## src/rtl/request_scheduler.sv

```systemverilog
// request_scheduler: FCFS grant of one resource among N requesters; same-cycle arrivals ordered round-robin.
// Enqueue one cycle after req rises, grant one cycle after reaching the head; hold timeout compiled in with REQSCHED_TIMEOUT_EN.
module request_scheduler #(
    parameter int N = 4,
    parameter int MAX_HOLD = 16,
    localparam int IDW = $clog2(N),
    localparam int CW = $clog2(N + 1)
) (
    input  logic           clock,
    input  logic           reset,
    input  logic [N-1:0]   req,
    output logic [N-1:0]   gnt,
    output logic [IDW-1:0] gnt_id,
    output logic           gnt_vld,
    output logic [CW-1:0]  queue_count,
    output logic           timeout
);

    typedef enum logic [1:0] {IDLE, GRANT, GAP} state_t;

    state_t         state;
    logic [IDW-1:0] fifo [N];
    logic [IDW-1:0] head;
    logic [IDW-1:0] tail;
    logic [IDW-1:0] rr_ptr;
    logic [N-1:0]   inq;
    logic [N-1:0]   pending;
    logic           push;
    logic           pop;
    logic [IDW-1:0] push_id;
    logic [IDW-1:0] head_id;

`ifdef REQSCHED_TIMEOUT_EN
    localparam int HW = (MAX_HOLD > 1) ? $clog2(MAX_HOLD) : 1;
    logic [HW-1:0] hold_cnt;
`endif

    function automatic logic [IDW-1:0] wrap_inc(input logic [IDW-1:0] v);
        return (int'(v) == N - 1) ? '0 : v + IDW'(1);
    endfunction

    // The granted requester is excluded so a held request is not queued a second time.
    assign pending = req & ~inq & ~gnt;
    assign head_id = fifo[head];
    assign pop     = (state == IDLE) && (queue_count != '0);

    always_comb begin
        logic [IDW-1:0] cand;
        push    = 1'b0;
        push_id = '0;
        cand    = '0;
        // Scan downward so the candidate closest to rr_ptr is the one kept.
        for (int i = N - 1; i >= 0; i--) begin
            cand = IDW'((int'(rr_ptr) + i) % N);
            if (pending[cand]) begin
                push    = 1'b1;
                push_id = cand;
            end
        end
    end

    always_ff @(posedge clock) begin
        if (!reset) begin
            state       <= IDLE;
            gnt         <= '0;
            gnt_id      <= '0;
            gnt_vld     <= 1'b0;
            queue_count <= '0;
            timeout     <= 1'b0;
            rr_ptr      <= '0;
            head        <= '0;
            tail        <= '0;
            inq         <= '0;
`ifdef REQSCHED_TIMEOUT_EN
            hold_cnt    <= '0;
`endif
        end else begin
            timeout <= 1'b0;
            if (push) begin
                fifo[tail]   <= push_id;
                tail         <= wrap_inc(tail);
                inq[push_id] <= 1'b1;
                rr_ptr       <= wrap_inc(push_id);
            end
            if (pop) begin
                head         <= wrap_inc(head);
                inq[head_id] <= 1'b0;
            end
            if (push && !pop) begin
                queue_count <= queue_count + CW'(1);
            end else if (!push && pop) begin
                queue_count <= queue_count - CW'(1);
            end

            case (state)
                IDLE: begin
                    // A withdrawn head is popped and dropped without a grant.
                    if (pop && req[head_id]) begin
                        state   <= GRANT;
                        gnt     <= N'(1) << head_id;
                        gnt_id  <= head_id;
                        gnt_vld <= 1'b1;
`ifdef REQSCHED_TIMEOUT_EN
                        hold_cnt <= '0;
`endif
                    end
                end
                GRANT: begin
                    if (!req[gnt_id]) begin
                        state   <= GAP;
                        gnt     <= '0;
                        gnt_id  <= '0;
                        gnt_vld <= 1'b0;
                    end
`ifdef REQSCHED_TIMEOUT_EN
                    else if (hold_cnt == HW'(MAX_HOLD - 1)) begin
                        state   <= GAP;
                        gnt     <= '0;
                        gnt_id  <= '0;
                        gnt_vld <= 1'b0;
                        timeout <= 1'b1;
                    end else begin
                        hold_cnt <= hold_cnt + HW'(1);
                    end
`endif
                end
                default: state <= IDLE;
            endcase
        end
    end

endmodule
```

## config.mk

```make
export PLATFORM = sky130hd
export DESIGN_NAME = request_scheduler
export DESIGN_NICKNAME = d
export VERILOG_FILES = /design/src/rtl/request_scheduler.sv
export SDC_FILE = /design/constraint.sdc
export NUM_CORES = 1
export LEC_CHECK = 0
export CAP_MARGIN = 20
export CORE_ASPECT_RATIO = 1.4
export CORE_MARGIN = 1.5
export CORE_UTILIZATION = 38
export DETAILED_ROUTE_END_ITERATION = 10
export HOLD_SLACK_MARGIN = 0.15
export PLACE_DENSITY = 0.58
export SYNTH_ARGS = -nofsm -noshare
export SYNTH_HDL_FRONTEND = slang
export SYNTH_SLANG_ARGS = --single-unit
```

## constraint.sdc

```tcl
create_clock -name clock -period 3.3 [get_ports clock]
set_input_delay 0.495 -clock clock [delete_from_list [all_inputs] [get_ports clock]]
set_output_delay 0.495 -clock clock [all_outputs]
set_load 0.02 [all_outputs]
```

# After elaboration in Yosys (flattened, before gate mapping)
# Memory sizes are Yosys's and may differ from the RTL's. A register that Yosys moved wholly into a read port is not among the register bits.
# Cells that the tools add are included.
[word_totals] word_cells=104 memories=1 ramBits=8 regBits=22 output_inout_bits=11
[op_classes] add_sub_neg=8 order_cmp=9 eq_ne=6 bitwise=7 shift=1 reduce_logical=14 mux=49
[memory_table] name="fifo" depth=4 width=2 rd=1 rd_clocked_by_memory_dff=1 wr=1 line_no="22" rtl="logic [IDW-1:0] fifo [N];"
[op_table] op="2-to-1 mux 2 bit" n=13
[op_table] op="less-than comparator 2 x 3 -> 1 bit, second input constant" n=7
[op_table] op="2-to-1 mux 4 bit" n=5
[op_table] op="2-to-1 mux 1 bit" n=17
[op_table] op="bitwise AND 4 bit" n=3
[op_table] op="binary-select mux 1 bit (select 2 bit)" n=6
[op_table] op="NOT 4 bit" n=3
[op_table] op="adder 2 x 1 -> 2 bit, second input constant" n=4
[op_table] op="== test 2 x 1 -> 1 bit, second input constant" n=4
[op_table] op="case mux 2 bit (2 select lines)" n=2
[op_table] op="case mux 4 bit (2 select lines)" n=1
[op_table] op="logical AND 1 bit" n=6
[op_table] op="2-to-1 mux 3 bit" n=2
[op_table] op="adder 2 bit, second input constant" n=2
[op_table] op="demux 1 bit (select 2 bit)" n=2
[op_table] op=">= comparator 2 x 1 -> 1 bit, second input constant" n=2
[op_table] op="OR 4 bit" n=1
[op_table] op="nonzero test 2 bit" n=2
[op_table] op="<< shifter 1 x 2 -> 4 bit, first input constant" n=1
[op_table] op="adder 3 x 1 -> 3 bit, second input constant" n=1
[op_table] op="AND reduction 3 bit" n=1
[op_table] op="nonzero test 3 bit" n=1
[op_table] op="subtractor 3 x 1 -> 3 bit, second input constant" n=1
[op_table] op="logical NOT 1 bit" n=2
[op_table] op="5 further kinds" n=5

# Depth between registers and ports, before layout
# Gate-level depths: netlist of run 1.
[depth] word_depth=18 mapped_depth=9 ltp_nobuf=8

# Worst setup path after synthesis of run 1
# Ideal clock, no wire load.
[synth_timing] path_kind="input port to flip-flop" start="input req[2]" end="register queue_count[2]" required_ns=3.229 stages=9 setup_time_ns=0.071 n_path_buf=1 t_arrival_ns=2.525 setup_slack_ns=0.704 path_cell_list="or3b_1 > nand4_1 > clkbuf_1 > ha_1 > inv_1 > fa_1 > xor2_1 > or3_1 > a21oi_1"
[synth_between] elab_chain_len=11 word_cells_on_any_way=19
[synth_lines] item="from (decl)" line_no="11" rtl="input logic [N-1:0] req,"
[synth_lines] item="bitwise AND 4 bit * (2 in series)" line_no="43" rtl="assign pending = req & ~inq & ~gnt;"
[synth_lines] item="binary-select mux 1 bit (select 2 bit)" line_no="55" rtl="if (pending[cand]) begin"
[synth_lines] item="2-to-1 mux 1 bit (implied by the code)" line_no="55"
[synth_lines] item="2-to-1 mux 1 bit (3 in series)" line_no="55"
[synth_lines] item="2-to-1 mux 1 bit *" line_no="55"
[synth_lines] item="logical NOT 1 bit" line_no="91" rtl="end else if (!push && pop) begin"
[synth_lines] item="logical AND 1 bit" line_no="91"
[synth_lines] item="nonzero test 2 bit (no source line)"
[synth_lines] item="to (signal assigned)" line_no="90" rtl="queue_count <= queue_count + CW'(1);"
[synth_lines] item="to (signal assigned)" line_no="92" rtl="queue_count <= queue_count - CW'(1);"
[synth_lines] item="to (decl)" line_no="15" rtl="output logic [CW-1:0] queue_count,"
# Mark *: on every way between the ends. The rest lies on a longest branch, timed or not. The select of a mux whose other input is x is not followed.
# A chain may end at the register's enable or synchronous reset.

# Final worst setup path of run 1
# Same ends and word-level chain as after synthesis.

==> results of run 1 <==
==> Yosys cell counts, types with 2 or more instances <==
cell type	instances	area (um2)
sky130_fd_sc_hd__dfxtp_1	24	480
sky130_fd_sc_hd__nor2_1	14	52.6
sky130_fd_sc_hd__a21oi_1	11	55.1
sky130_fd_sc_hd__edfxtp_1	8	240
sky130_fd_sc_hd__nor3_1	8	40.0
sky130_fd_sc_hd__ha_1	7	87.6
sky130_fd_sc_hd__nand3_1	7	35.0
sky130_fd_sc_hd__or3b_1	6	52.6
sky130_fd_sc_hd__a211oi_1	5	37.5
sky130_fd_sc_hd__mux2i_1	5	50.1
sky130_fd_sc_hd__and3_1	4	25.0
sky130_fd_sc_hd__clkbuf_1	4	15.0
sky130_fd_sc_hd__inv_1	4	15.0
sky130_fd_sc_hd__or3_1	4	25.0
sky130_fd_sc_hd__mux4_2	3	67.6
sky130_fd_sc_hd__buf_4	2	15.0
sky130_fd_sc_hd__inv_2	2	7.51
sky130_fd_sc_hd__nand2_1	2	7.51
sky130_fd_sc_hd__nor2b_1	2	12.5
sky130_fd_sc_hd__nor3b_1	2	15.0
sky130_fd_sc_hd__o21ai_0	2	10.0
sky130_fd_sc_hd__o22ai_1	2	12.5
sky130_fd_sc_hd__o22ai_2	2	25.0
sky130_fd_sc_hd__xor2_1	2	17.5
==> routing by layer <==
layer  wire length (um)  share of wire  up-vias  global-route usage
met5                  0              0        -                   0
li1                   -              -      574                   -
met4                 69          0.022        0              0.0674
met1               1350           0.42      530               0.181
met3                109          0.034        7              0.0440
met2               1660           0.52       18               0.267
==> power by group through the flow <==
stage / Sequential, W / Clock, W / Combinational [W]
floorplan: 0.000715 / 0 / 0.000663
detailed placement: 0.000699 / 0 / 0.000941
CTS: 0.000691 / 0.000368 / 0.000948
global route: 0.000718 / 0.000389 / 0.00104
global placement: 0.000695 / 0 / 0.000923
finish: 0.000689 / 0.000356 / 0.000935
==> through the flow <==
step | setup slack (ps) | area (um2) | hold WS (ps)
after floorplan | 704 | 1560 | 495
after global placement | 414 | 1740 | 476
after global routing | 521 | 1850 | 512
after detailed placement | 316 | 1740 | 483
final | 608 | 1850 | 490
after CTS | 622 | 1850 | 493
==> state kept, by name, summed over array words and instances, names as in the netlist, named ones only <==
register and cells:
fifo 8, gnt 4, gnt_id 2, gnt_vld 1, head 2, inq 4
queue_count 3, rr_ptr 2, state 2, tail 2
==> final timing paths <==
kind | to | cells after the start
min | gnt_vld$_SDFFE_PN0P_ | 2
max reg2reg | queue_count[2]$_SDFFE_PN0P_ | 8
min reg2reg | gnt_vld$_SDFFE_PN0P_ | 2
max | queue_count[2]$_SDFFE_PN0P_ | 9
==> cells by family after synthesis <==
| group | after synthesis | synth area share |
|---|---|---|
| mux | 8 | 0.0753 |
| other cells | 1 | 0.00240 |
| xor+xnor | 2 | 0.0112 |
| compound gates | 27 | 0.115 |
| simple gates | 57 | 0.224 |
| fa+ha+maj | 8 | 0.0689 |
| flops | 32 | 0.462 |
| buf+inv | 13 | 0.0409 |
==> worst reg2reg max path, stage by stage, from the launching register on <==
cell and delay, ps:
sky130_fd_sc_hd__dfxtp_1 340, sky130_fd_sc_hd__or3b_1 470, sky130_fd_sc_hd__nand4_1 180, sky130_fd_sc_hd__ha_1 200, sky130_fd_sc_hd__inv_1 60, sky130_fd_sc_hd__fa_1 370
sky130_fd_sc_hd__xor2_1 170, sky130_fd_sc_hd__or3_1 300, sky130_fd_sc_hd__a21oi_1 150
==> layout make-up <==
type,instances,area share
multi-input cells,103,0.421
flip-flops and latches,32,0.391
repair buffers,17,0.0895
clock buffers,5,0.0373
well taps,43,0.0292
clock inverters,3,0.0203
inverters,6,0.0122
==> metrics, run 1 <==
clock latency reported for the late side of the worst-skew pair=280 ps; crit share post-route=0.816; global-route usage over all layers=0.157; proportion of synthesized flip-flops having asynchronous set or reset=0; area of the core=3950 um2; synthesized flop and latch total=32; total congestion overflow=0; type of element capturing the critical path=flip-flop; number of diodes=0; initial standard-cell utilization of the core=0.395; worst flop-to-flop path startpoint=gnt[2]$_SDFFE_PN0P_; height of the die=78.8 um; number of sinks driven by the clock tree=32; area of the multi-input gates=777 um2; number of hold buffers added after cts=0; leakage power figure=0.708 nW; CTS Root Cell=sky130_fd_sc_hd__clkbuf_8; Setup Viol. Count Final=0; total of fill cells in the finished design=381; Hold Fails Final Rpt=0; Highest Clock Rate=371 MHz; run status=complete, no violations; data arrival time of the critical path=2890 ps; max-slew violations=0; Netlist cell types=40; proportion of synthesized chip area in sequential cells=0.462; PD cells=1070 nW/um2; time the worst path needs with I/O delays and setup=2690 ps; largest clock skew in the final design=4.81 ps; area taken by flip-flops and latches=721 um2; routed length per instance=15.2 um; CTS tree=done; Post CTS Setup Buffer Count=0; crit path kind=primary input to flip-flop; share of final-layout standard cells stronger than drive strength 1=0.108; setup repair after global routing missed its margin=no; number of clock buffers inserted by TritonCTS=5; vias per std cell=5.40; number of standard cells after synthesis=148; clock transition at the registers of the reported paths=60 ps; most common cell after layout, fill and taps aside=sky130_fd_sc_hd__dfxtp_1; Hold Crit Class=flip-flop to flip-flop; data required time of the worst path=3500 ps; clock group share of total power=0.180; first-pass GRT wire length=5440 um; number of buffer cells added on primary ports=15; starting DRC count in detailed routing=49; worst setup path startpoint=req[2]; H-Tree Depth=2; Logic pwr share=0.472; Critical Path, Cell by Cell=clkdlybuf4s50_1 > or3b_1 > nand4_1 > ha_1 > inv_1 > fa_1 > xor2_1 > or3_1 > a21oi_1; Worst slew margin=0.647; number of top-level design ports=17; total detailed-routing wirelength=3190 um; switching part of the total=0.387; commonest cells after routing, fill and taps aside=24 x sky130_fd_sc_hd__dfxtp_1, 15 x sky130_fd_sc_hd__clkdlybuf4s50_1, 14 x sky130_fd_sc_hd__nor2_1; initial antenna violation count=0; die width=57.2 um; post-DP HPWL=2460 um; portion of total power attributed to sequential cells=0.348; Psw=0.000766 W; weighted congestion reported at the end of routability-driven placement=0.821; die area=4510 um2; fraction of the core area covered by cells at the end of the flow=0.467; internal portion of total power=0.00121 W; max cap viols=0; vias in the first global route=1154; Top Family by Delay on Critical Path=simple AND/OR/NAND/NOR gates; CP Launch Type=primary input; area growth from synthesis to layout=18.2%; count of buffering cells on the critical path with inverters included=2; mean post-synth cell area=10.6 um2; number of enable flip-flop cells after synthesis=8; remaining design rule violation count=0; final std cells w/o fill=209; Max Buffers Root-to-Sink=2; Primary FF master, synth=sky130_fd_sc_hd__dfxtp_1; flop-to-flop setup slack=980 ps; startpoint of the most critical hold path=gnt_vld$_SDFFE_PN0P_; largest net degree at the start of global routing=17; Critical Path Fanout Max=5; placed insts=201; synthesis warning total=0; net count reported at finish=179; via count=1129; Detailed Routing Iterations Pass 1=4; cell with the largest stage delay on the worst path=sky130_fd_sc_hd__clkdlybuf4s50_1; number of rows in the core area=27; net count of the mapped netlist=162; total chip power=0.00198 W; Post-DRT Antenna Nets=0; Total Negative Setup Slacks=0 ps; Resized cells post-CTS=0; worst-case vdd ir drop=667 uV; delay of the slowest critical-path stage=510 ps; transition time at the pin with the least slew margin=529 ps; summed instance area of the synthesized netlist=1560 um2
Power figures use the tool's default switching activity.
==> inputs of run 2 (changes only) <==
Settings changed: PLACE_DENSITY 0.58 to 0.61.
Clock period 3.3 ns to 2.3 ns, I/O delays scaled along.
==> run 2 against run 1 <==
Against the previous run: first-iteration DRC count increased by 18%; die area unchanged; setup slack got worse by 520 ps; sequential power increased by 45%; global-route usage increased by 0.74 points; count of clock-buffer cells in the layout increased by 2; sequential cell count unchanged; clock power increased by 25%.
==> metrics, run 2 (synthesis results as in run 1) <==
run status=complete, no violations; time the worst path needs with I/O delays and setup=2210 ps; leakage power figure=0.772 nW; switching part of the total=0.391; worst hold margin=494 ps; endpoint of the worst-slack reg-to-reg timing path=queue_count[2]$_SDFFE_PN0P_; Psw=0.00118 W; crit path kind=flip-flop to flip-flop; starting DRC count in detailed routing=58; area of the multi-input gates=797 um2; total congestion overflow=0; hold depth=2; Detailed Routing Iterations Pass 1=4; total detailed-routing wirelength=3400 um; largest registers=fifo x8, gnt x4, inq x4; post-DP HPWL=2680 um; setup repair after global routing missed its margin=no; area of the core=3950 um2; Worst slew margin=0.668; data arrival time of the critical path=2420 ps; Max Buffers Root-to-Sink=2; clock latency reported for the late side of the worst-skew pair=280 ps; number of buffer cells added on primary ports=15; vias per std cell=5.49; first-pass GRT wire length=5660 um; area growth from synthesis to layout=24.9%; CTS Root Cell=sky130_fd_sc_hd__clkbuf_8; clock group share of total power=0.147; placed insts=214; CTS tree=done; max cap viols=0; worst setup path startpoint=gnt[2]$_SDFFE_PN0P_; number of flip-flops under the largest register name=8; Hold Crit Class=flip-flop to flip-flop; worst flop-to-flop path startpoint=gnt[2]$_SDFFE_PN0P_; number of hold buffers added after cts=0; Resized cells post-CTS=6; internal portion of total power=0.00184 W; die area=4510 um2; reg2reg path depth=8; number of clock buffers inserted by TritonCTS=5; clock transition at the registers of the reported paths=70 ps; net count reported at finish=192; crit share post-route=0.960; number of sinks driven by the clock tree=32; number of top-level design ports=17; total of fill cells in the finished design=384; number of rows in the core area=27; flop-to-flop setup slack=90 ps; share of final-layout standard cells stronger than drive strength 1=0.223; data required time of the worst path=2520 ps; Post CTS Setup Buffer Count=0; number of diodes=0; Logic pwr share=0.523; die width=57.2 um; global-route usage over all layers=0.164; routed length per instance=15.3 um; H-Tree Depth=2; weighted congestion reported at the end of routability-driven placement=0.804; height of the die=78.8 um; remaining design rule violation count=0; Top reg by flops=fifo; Hold EP=gnt_vld$_SDFFE_PN0P_; Layout Cell Area excl Fill=1950 um2; instance area after placement=1860 um2; via count=1218; Total Negative Setup Slacks=0 ps; largest net degree at the start of global routing=17; startpoint of the most critical hold path=gnt_vld$_SDFFE_PN0P_; area taken by flip-flops and latches=727 um2; portion of total power attributed to sequential cells=0.330; initial standard-cell utilization of the core=0.395; Post-DRT Antenna Nets=0; PD cells=1550 nW/um2; worst-case vdd ir drop=757 uV; most common cell after layout, fill and taps aside=sky130_fd_sc_hd__dfxtp_1; max-slew violations=0; largest clock skew in the final design=7.52 ps; Critical Path Fanout Max=4; vias in the first global route=1229; final std cells w/o fill=222; Highest Clock Rate=453 MHz; transition time at the pin with the least slew margin=496 ps; initial antenna violation count=0; Setup Viol. Count Final=0; commonest cells after routing, fill and taps aside=21 x sky130_fd_sc_hd__dfxtp_1, 15 x sky130_fd_sc_hd__buf_4, 14 x sky130_fd_sc_hd__nor2_1; Hold Fails Final Rpt=0; CP Launch Type=flip-flop; type of element capturing the critical path=flip-flop
[run 2: changes by cell type in the layout (fill, tap and decap cells not counted), moves of 2 or more]
cell | previous run | this run
sky130_fd_sc_hd__clkdlybuf4s50_1 | 15 | 11
sky130_fd_sc_hd__dlygate4sd2_1 | 0 | 4
sky130_fd_sc_hd__buf_4 | 2 | 15
sky130_fd_sc_hd__or3b_1 | 6 | 4
sky130_fd_sc_hd__or3b_4 | 0 | 2
sky130_fd_sc_hd__clkinv_1 | 2 | 0
sky130_fd_sc_hd__dfxtp_1 | 24 | 21
sky130_fd_sc_hd__dfxtp_2 | 0 | 2
[run 2: through the flow]
stage | utilization | setup WS, ps | total power, W
final | 0.494 | 93.0 | 0.00302
after global routing | 0.494 | 28.8 | 0.00324
after CTS | 0.494 | 87.4 | 0.00305
after detailed placement | 0.471 | -410 | 0.00258
after global placement | 0.471 | -312 | 0.00251
after floorplan | - | 24.8 | 0.00204
[run 2: cell type report]
| type | instances | share of cell area |
|---|---|---|
| inverters | 6 | 0.0115 |
| clock buffers | 7 | 0.0443 |
| repair buffers | 30 | 0.132 |
| well taps | 43 | 0.0276 |
| clock inverters | 1 | 0.00321 |
| flip-flops and latches | 32 | 0.373 |
| multi-input cells | 103 | 0.409 |
[run 2: metal layers]
metal,global-route usage,wire [um],vias to the layer above
met3,0.0407,77,6
met4,0.0744,70,0
li1,-,-,601
met2,0.291,1890,17
met5,0,0,-
met1,0.181,1370,594
[run 2: how the worst max path moves through the flow]
stage                                        to  cells after the start
global route        queue_count[2]$_SDFFE_PN0P_                      8
floorplan           queue_count[2]$_SDFFE_PN0P_                      9
detailed placement  queue_count[2]$_SDFFE_PN0P_                      9
global placement    queue_count[2]$_SDFFE_PN0P_                      9
CTS                 queue_count[2]$_SDFFE_PN0P_                      8
finish              queue_count[2]$_SDFFE_PN0P_                      8
[run 2: critical path: stages, from the launching register on]
cell and delay, ps:
sky130_fd_sc_hd__dfxtp_2 340, sky130_fd_sc_hd__or3b_4 400, sky130_fd_sc_hd__nand4_1 210, sky130_fd_sc_hd__ha_4 170, sky130_fd_sc_hd__inv_2 40, sky130_fd_sc_hd__fa_2 340
sky130_fd_sc_hd__xor2_1 160, sky130_fd_sc_hd__or3_1 360, sky130_fd_sc_hd__a21oi_1 120
[run 2: power groups by stage]
stage               logic (W)  registers [W]  clock network, W
finish                0.00158       0.000998          0.000444
global route          0.00174        0.00103          0.000471
CTS                   0.00160       0.000997          0.000458
detailed placement    0.00157        0.00101                 0
global placement      0.00152       0.000995                 0
floorplan             0.00101        0.00103                 0
